File: src/rtl/m68k_mem_bridge_if.sv
// Bus bundle between the 68000 core, the SDRAM controller and the I/O port.
// The master modport is the bridge's view; slave is the view of the
// surrounding CPU, controller and I/O logic.
interface m68k_mem_bridge_if;
    // CPU side
    logic [22:0] cpu_addr;
    logic [15:0] cpu_din;
    logic [15:0] cpu_dout;
    logic        cpu_asn;
    logic        cpu_udsn;
    logic        cpu_ldsn;
    logic        cpu_rw;
    logic        cpu_dtackn;
    logic        cpu_berrn;

    // SDRAM controller side
    logic [23:0] mem_addr;
    logic [15:0] mem_din;
    logic [15:0] mem_dout;
    logic        mem_asn;
    logic        mem_udsn;
    logic        mem_ldsn;
    logic        mem_rw;

    // I/O port side
    logic        io_sel;
    logic        io_ack;
    logic [15:0] io_rdata;

    modport master (
        input  cpu_addr, cpu_din, cpu_asn, cpu_udsn, cpu_ldsn, cpu_rw,
        input  mem_dout, io_ack, io_rdata,
        output cpu_dout, cpu_dtackn, cpu_berrn,
        output mem_addr, mem_din, mem_asn, mem_udsn, mem_ldsn, mem_rw,
        output io_sel
    );

    modport slave (
        output cpu_addr, cpu_din, cpu_asn, cpu_udsn, cpu_ldsn, cpu_rw,
        output mem_dout, io_ack, io_rdata,
        input  cpu_dout, cpu_dtackn, cpu_berrn,
        input  mem_addr, mem_din, mem_asn, mem_udsn, mem_ldsn, mem_rw,
        input  io_sel
    );
endinterface

File: src/rtl/m68k_mem_bridge.sv
// 68000 bus to SDRAM controller / I/O port bridge.
// SDRAM cycles run for a fixed worst-case latency so a refresh already in
// flight is always covered; I/O cycles wait for io_ack or time out with BERR.
module m68k_mem_bridge #(
    parameter logic [23:0] RAM_TOP    = 24'h400000,
    parameter int unsigned MEM_LAT    = 16,
    parameter int unsigned IO_TIMEOUT = 255
) (
    input  logic              clk_in,
    input  logic              rst_n,
    m68k_mem_bridge_if.master bus
);

    typedef enum logic [2:0] {
        ST_IDLE,
        ST_START,
        ST_MEM,
        ST_IO,
        ST_ACK,
        ST_END
    } state_t;

    localparam logic [7:0] LAT_LOAD = 8'(MEM_LAT - 1);
    localparam logic [7:0] IO_LIMIT = 8'(IO_TIMEOUT);

    state_t     state;
    logic [7:0] lat_cnt;
    logic [7:0] io_cnt;
    logic       lat_rw;
    logic       is_ram;

    // Address decode of the live CPU address; only consulted in START.
    always_comb begin
        is_ram = ({1'b0, bus.cpu_addr} < RAM_TOP);
    end

    // Bus cycle sequencer with registered CPU, controller and I/O outputs.
    always_ff @(posedge clk_in) begin
        if (!rst_n) begin
            state          <= ST_IDLE;
            lat_cnt        <= '0;
            io_cnt         <= '0;
            lat_rw         <= 1'b1;
            bus.cpu_dout   <= '0;
            bus.cpu_dtackn <= 1'b1;
            bus.cpu_berrn  <= 1'b1;
            bus.mem_addr   <= '0;
            bus.mem_din    <= '0;
            bus.mem_asn    <= 1'b1;
            bus.mem_udsn   <= 1'b1;
            bus.mem_ldsn   <= 1'b1;
            bus.mem_rw     <= 1'b1;
            bus.io_sel     <= 1'b0;
        end else begin
            case (state)
                ST_IDLE: begin
                    if (!bus.cpu_asn) begin
                        if (bus.cpu_udsn && bus.cpu_ldsn) begin
                            // Early write phase: hold off controller refresh
                            // while the CPU has not yet presented data.
                            bus.mem_asn  <= 1'b0;
                            bus.mem_udsn <= 1'b1;
                            bus.mem_ldsn <= 1'b1;
                        end else begin
                            state <= ST_START;
                        end
                    end else begin
                        bus.mem_asn <= 1'b1;
                    end
                end

                ST_START: begin
                    lat_rw <= bus.cpu_rw;
                    if (is_ram) begin
                        bus.mem_addr <= {1'b0, bus.cpu_addr};
                        bus.mem_din  <= bus.cpu_din;
                        bus.mem_udsn <= bus.cpu_udsn;
                        bus.mem_ldsn <= bus.cpu_ldsn;
                        bus.mem_rw   <= bus.cpu_rw;
                        bus.mem_asn  <= 1'b0;
                        lat_cnt      <= LAT_LOAD;
                        state        <= ST_MEM;
                    end else begin
                        bus.mem_asn  <= 1'b1;
                        bus.io_sel   <= 1'b1;
                        io_cnt       <= '0;
                        state        <= ST_IO;
                    end
                end

                ST_MEM: begin
                    // The count always runs to completion, even if the CPU
                    // has dropped AS, so the controller never loses strobes
                    // mid-access; only DTACK is suppressed.
                    if (lat_cnt == '0) begin
                        if (lat_rw) begin
                            bus.cpu_dout <= bus.mem_dout;
                        end
                        if (!bus.cpu_asn) begin
                            bus.cpu_dtackn <= 1'b0;
                            state          <= ST_ACK;
                        end else begin
                            state          <= ST_END;
                        end
                    end else begin
                        lat_cnt <= lat_cnt - 8'd1;
                    end
                end

                ST_IO: begin
                    // Acknowledge takes priority over a timeout on the same clock.
                    if (bus.io_ack) begin
                        if (lat_rw) begin
                            bus.cpu_dout <= bus.io_rdata;
                        end
                        bus.cpu_dtackn <= 1'b0;
                        state          <= ST_ACK;
                    end else if (io_cnt == IO_LIMIT) begin
                        bus.cpu_berrn  <= 1'b0;
                        state          <= ST_ACK;
                    end else if (bus.cpu_asn) begin
                        state          <= ST_END;
                    end else begin
                        io_cnt <= io_cnt + 8'd1;
                    end
                end

                ST_ACK: begin
                    if (bus.cpu_asn) begin
                        state <= ST_END;
                    end
                end

                ST_END: begin
                    bus.cpu_dtackn <= 1'b1;
                    bus.cpu_berrn  <= 1'b1;
                    bus.mem_asn    <= 1'b1;
                    bus.mem_udsn   <= 1'b1;
                    bus.mem_ldsn   <= 1'b1;
                    bus.mem_rw     <= 1'b1;
                    bus.io_sel     <= 1'b0;
                    state          <= ST_IDLE;
                end

                default: begin
                    state <= ST_IDLE;
                end
            endcase
        end
    end

endmodule

File: src/flat_wrapper.sv
// flat-port wrapper written by rule: the top's interface ports become plain ports
module m68k_mem_bridge_flat 
#(
    parameter logic [23:0] RAM_TOP    = 24'h400000,
    parameter int unsigned MEM_LAT    = 16,
    parameter int unsigned IO_TIMEOUT = 255
)
  (clk_in, rst_n, bus_cpu_addr, bus_cpu_din, bus_cpu_asn, bus_cpu_udsn, bus_cpu_ldsn, bus_cpu_rw, bus_mem_dout, bus_io_ack, bus_io_rdata, bus_cpu_dout, bus_cpu_dtackn, bus_cpu_berrn, bus_mem_addr, bus_mem_din, bus_mem_asn, bus_mem_udsn, bus_mem_ldsn, bus_mem_rw, bus_io_sel);
  m68k_mem_bridge_if bus_i ();
  input  logic clk_in;
  input  logic rst_n;
  input wire logic [$bits(bus_i.cpu_addr)-1:0] bus_cpu_addr;
  input wire logic [$bits(bus_i.cpu_din)-1:0] bus_cpu_din;
  input wire logic [$bits(bus_i.cpu_asn)-1:0] bus_cpu_asn;
  input wire logic [$bits(bus_i.cpu_udsn)-1:0] bus_cpu_udsn;
  input wire logic [$bits(bus_i.cpu_ldsn)-1:0] bus_cpu_ldsn;
  input wire logic [$bits(bus_i.cpu_rw)-1:0] bus_cpu_rw;
  input wire logic [$bits(bus_i.mem_dout)-1:0] bus_mem_dout;
  input wire logic [$bits(bus_i.io_ack)-1:0] bus_io_ack;
  input wire logic [$bits(bus_i.io_rdata)-1:0] bus_io_rdata;
  output wire logic [$bits(bus_i.cpu_dout)-1:0] bus_cpu_dout;
  output wire logic [$bits(bus_i.cpu_dtackn)-1:0] bus_cpu_dtackn;
  output wire logic [$bits(bus_i.cpu_berrn)-1:0] bus_cpu_berrn;
  output wire logic [$bits(bus_i.mem_addr)-1:0] bus_mem_addr;
  output wire logic [$bits(bus_i.mem_din)-1:0] bus_mem_din;
  output wire logic [$bits(bus_i.mem_asn)-1:0] bus_mem_asn;
  output wire logic [$bits(bus_i.mem_udsn)-1:0] bus_mem_udsn;
  output wire logic [$bits(bus_i.mem_ldsn)-1:0] bus_mem_ldsn;
  output wire logic [$bits(bus_i.mem_rw)-1:0] bus_mem_rw;
  output wire logic [$bits(bus_i.io_sel)-1:0] bus_io_sel;
  assign bus_i.cpu_addr = bus_cpu_addr;
  assign bus_i.cpu_din = bus_cpu_din;
  assign bus_i.cpu_asn = bus_cpu_asn;
  assign bus_i.cpu_udsn = bus_cpu_udsn;
  assign bus_i.cpu_ldsn = bus_cpu_ldsn;
  assign bus_i.cpu_rw = bus_cpu_rw;
  assign bus_i.mem_dout = bus_mem_dout;
  assign bus_i.io_ack = bus_io_ack;
  assign bus_i.io_rdata = bus_io_rdata;
  assign bus_cpu_dout = bus_i.cpu_dout;
  assign bus_cpu_dtackn = bus_i.cpu_dtackn;
  assign bus_cpu_berrn = bus_i.cpu_berrn;
  assign bus_mem_addr = bus_i.mem_addr;
  assign bus_mem_din = bus_i.mem_din;
  assign bus_mem_asn = bus_i.mem_asn;
  assign bus_mem_udsn = bus_i.mem_udsn;
  assign bus_mem_ldsn = bus_i.mem_ldsn;
  assign bus_mem_rw = bus_i.mem_rw;
  assign bus_io_sel = bus_i.io_sel;
  m68k_mem_bridge #(.RAM_TOP(RAM_TOP), .MEM_LAT(MEM_LAT), .IO_TIMEOUT(IO_TIMEOUT)) u_core (.clk_in(clk_in), .rst_n(rst_n), .bus(bus_i));
endmodule
File: config.mk
export PLATFORM = sky130hd
export DESIGN_NAME = m68k_mem_bridge_flat
export DESIGN_NICKNAME = d
export VERILOG_FILES = /design/src/rtl/m68k_mem_bridge_if.sv /design/src/rtl/m68k_mem_bridge.sv /design/src/flat_wrapper.sv
export SDC_FILE = /design/constraint.sdc
export NUM_CORES = 1
export LEC_CHECK = 0
export ABC_AREA = 0
export CAP_MARGIN = 10
export CORE_UTILIZATION = 25
export CTS_CLUSTER_DIAMETER = 200
export DETAILED_ROUTE_END_ITERATION = 16
export MAX_ROUTING_LAYER = met4
export PLACE_DENSITY = 0.51
export RECOVER_POWER = 25
export SKIP_CTS_REPAIR_TIMING = 1
export SLEW_MARGIN = 30
export SYNTH_ARGS = -nofsm -noshare
export SYNTH_HDL_FRONTEND = slang
export SYNTH_SLANG_ARGS = --single-unit
File: constraint.sdc
create_clock -name clk_in -period 2.2 [get_ports clk_in]
set_input_delay 0.44 -clock clk_in [delete_from_list [all_inputs] [get_ports clk_in]]
set_output_delay 0.44 -clock clk_in [all_outputs]
set_load 0.02 [all_outputs]
==> flow_metrics.tcl <==
set metrics [dict create \
    maxCapViolations 0 \
    fmax_mhz 500.3 \
    core.rowCount 42 \
    netlist_instances 414 \
    grt_usage_pct 14.59 \
    worstPathCellList "inv_1 > ha_1 > or3b_2 > o31a_4 > buf_4 > o221a_2" \
    grt_pass1_vias 3381 \
    synth_area_leader_cell "dfxtp_1" \
    r2r_end "u_core.bus.cpu_dout[5]$_SDFFE_PN0P_" \
    numPlacedInstances 719 \
    synth_edf_count 0 \
    ant_nets 0 \
    cpLargestDelayFamily "compound AO/OA/AOI/OAI gates" \
    wire_per_inst_um 13.71 \
    synth_area_leaders "dfxtp_1, nand2_1, a21oi_1, o221a_2, mux2i_1" \
    min_to "u_core.bus.mem_din[10]$_SDFFE_PN0P_" \
    status "completed" \
    synth.area.mux_share_pct 4.854 \
    crit_required_ps 2420 \
    post-route-min-period_ps 1999 \
    antenna_found_initial 0 \
    tns_ps 0 \
    ys_ff_latch 82 \
    leakage_nw 2.037 \
    synth_top_family_by_area "simple AND/OR/NAND/NOR gates" \
    slew_viol_final 0 \
    hold_viol_final 0 \
    ff2ff_path_depth 6 \
    cts-root-buf "clkbuf_16" \
    timing.final.ws_setup_ps 201.3 \
    numCtsBuffers 9 \
    place.gp.congestion 0.7384 \
    path_max_fanout 15 \
    worstHoldPathType "register to register" \
    min_from "u_core.bus.mem_din[10]$_SDFFE_PN0P_" \
    core_mm2 0.01345 \
    syn_area_mm2 0.003506 \
    path_buf_inv 2 \
    firstDrtPassIters 4 \
    grt_max_degree 42 \
    clk_path_buf_depth 2 \
    critical_path.startpoint_type "register" \
    syn_area_per_cell_um2 8.468 \
    finClkSkew_ps 5.016 \
    die_x_um 120.4 \
    synth-compound-area-share_pct 20.49 \
    via_per_inst 4.681 \
    clock_latency_ps 340 \
    seq_area_frac_synth_pct 46.82 \
    cp.arrival_ps 2220 \
    synthFlopType "dfxtp_1" \
    fin_crit_sh_pct 90.85 \
    cts_tree "yes" \
    cts_htree_levels 3 \
    nets 636 \
    ys_warn_count 0 \
    synthAdderAreaFrac_pct 1.356 \
    hpwlAfterDp_um 7206 \
    start_util_pct 26.06 \
    wirelength_um 10090 \
    io_buffers 139 \
    postSynthNetCount 495 \
    cts_sinks 82 \
    synth_simple_gate_area_share_pct 20.91 \
    dp_slack_ps -107.1 \
    cpPeakStageDelay_ps 520 \
    synth_top_cell_area_share_pct 46.82 \
    ir_drop_mv 0.3432 \
    crit_type "register to register" \
    drcViolationCount 0 \
    hold_ws_ps 452.5 \
    powerDensity_mw_per_mm2 1124 \
    min_path_cells 2 \
    drtIter0Drc 124 \
    grt_pass1_wl_um 16410 \
    pin_count 141 \
    synthArstFlopShare_pct 0 \
    drive_gt1_share_pct 9.821 \
    reg2reg_slack_ps 200 \
    synth_cell_type_count 47 \
    crit_path_end_kind "register" \
    layoutNonFillerInstCount 736 \
    final_util_pct 40.68 \
    insertedDiodeCount 0 \
    areaGrowthSynthToFinish_pct 56.10 \
    grt_overflow 0 \
    setup_viol 0 \
    rsz0062_at_grt "false" \
    n_fill_cell 1390 \
    dieArea_mm2 0.01450 \
    cpMaxStageDelayCell "or3b_2" \
    synthXorXnorAreaFrac_pct 0.4996 \
    num_vias 3445 \
    dieHeight_um 120.4 \
    r2r_start "u_core.lat_cnt[0]$_SDFFE_PN0P_" \
    cts.clk_slew.worst_paths_ps 60 \
]
cell families (layout without fill, tap and decap cells):
logic type / after synthesis / count (layout)
muxes: 17 / 17
buffers and inverters: 38 / 184
and+or+nand+nor: 161 / 161
adders and majority gates: 4 / 4
AOI/OAI and AO/OA: 109 / 109
DFF: 82 / 82
other: 1 / 1
xor gates and xnor gates: 2 / 2
Yosys cell counts (2+ instances only):
| library cell | count |
|---|---|
| and3_1 | 3 |
| mux2i_1 | 17 |
| nand2b_1 | 2 |
| or4_1 | 3 |
| nor3_1 | 4 |
| ha_1 | 3 |
| inv_1 | 8 |
| or3_1 | 7 |
| dfxtp_1 | 82 |
| and2_1 | 2 |
| nor2_1 | 10 |
| o21a_1 | 4 |
| nor4_1 | 2 |
| nand3_1 | 8 |
| o31ai_1 | 2 |
| nand4_1 | 2 |
| buf_2 | 3 |
| nand3b_1 | 4 |
| nor2b_1 | 4 |
| o211ai_1 | 4 |
| xor2_1 | 2 |
| a21oi_1 | 59 |
| nand2_1 | 105 |
| o21ai_0 | 13 |
| clkbuf_1 | 23 |
| a211oi_1 | 2 |
| o221a_2 | 16 |
report_power, final:
part | total (mW) | leakage, nW | switching [mW] | internal, mW
clock network | 1.60 | 0.162 | 0.587 | 1.02
registers | 2.00 | 0.666 | 0.204 | 1.79
logic | 2.55 | 1.21 | 1.39 | 1.16
total | 6.15 | 2.04 | 2.18 | 3.97
cells in the final DEF, fill, tap and decap left out, types with 8 or more instances in the layout:
cell and instances:
o21ai_0 12, a21oi_1 59, nor2_1 10, nand2_1 105, dfxtp_1 82, o221a_2 16
clkdlybuf4s50_1 139, inv_1 8, clkbuf_16 9, buf_4 13, mux2i_1 17, nand3_1 8
state kept, by name (all words and copies together), names as in the netlist:
name / count
u_core.bus.mem_rw: 1
u_core.bus.cpu_dtackn: 1
u_core.bus.io_sel: 1
u_core.lat_cnt: 8
u_core.bus.cpu_berrn: 1
u_core.bus.mem_din: 16
u_core.state: 3
u_core.bus.mem_ldsn: 1
u_core.bus.mem_udsn: 1
u_core.bus.mem_asn: 1
u_core.bus.cpu_dout: 16
u_core.lat_rw: 1
u_core.bus.mem_addr: 23
u_core.io_cnt: 8
final cells by class:
type	instances	area (um2)	share of cell area [%]
Tap cell	176	220.2	4.024
Sequential cell	82	1642	30.00
Inverter	9	33.78	0.6173
Clock inverter	6	80.08	1.463
Clock buffer	10	239.0	4.367
Timing Repair Buffer	159	1568	28.65
Multi-Input combinational cell	294	1690	30.89
worst min-delay path: stages (launching register included):
cell	delay, ps
dfxtp_1	300
nand2_1	50
a21oi_1	50
per-layer routing:
metal | track usage [%] | share of wire [%] | vias up | wire length, um
met5 | - | 0 | - | 0
met4 | 6.019 | 1.4 | 0 | 142
met3 | 3.208 | 6.8 | 14 | 684
met2 | 22.31 | 46 | 109 | 4630
met1 | 18.62 | 46 | 1597 | 4633
li1 | - | - | 1725 | -
worst max path at each step:
stage / from / endpoint / slack, ps / cells after the start
2_1_floorplan: u_core.lat_cnt[0]$_SDFFE_PN0P_ / u_core.bus.cpu_dout[10]$_SDFFE_PN0P_ / 290 / 8
5_1_grt: u_core.state[0]$_SDFFE_PN0P_ / u_core.lat_cnt[6]$_SDFFE_PN0P_ / 30 / 6
3_5_place_dp: bus_io_ack / u_core.io_cnt[3]$_SDFFE_PN0P_ / -110 / 6
4_1_cts: u_core.lat_cnt[0]$_SDFFE_PN0P_ / u_core.bus.cpu_dout[13]$_SDFFE_PN0P_ / 70 / 6
3_3_place_gp: bus_io_ack / u_core.io_cnt[4]$_SDFFE_PN0P_ / -40 / 6
6_report: u_core.lat_cnt[0]$_SDFFE_PN0P_ / u_core.bus.cpu_dout[5]$_SDFFE_PN0P_ / 200 / 6
through the flow:
step,power (mW),instance area (um2)
2_1_floorplan,3.570,3506
3_3_place_gp,4.546,5157
3_5_place_dp,4.606,5157
4_1_cts,6.254,5477
5_1_grt,6.556,5473
6_report,6.150,5473
Power figures use the tool's default switching activity.
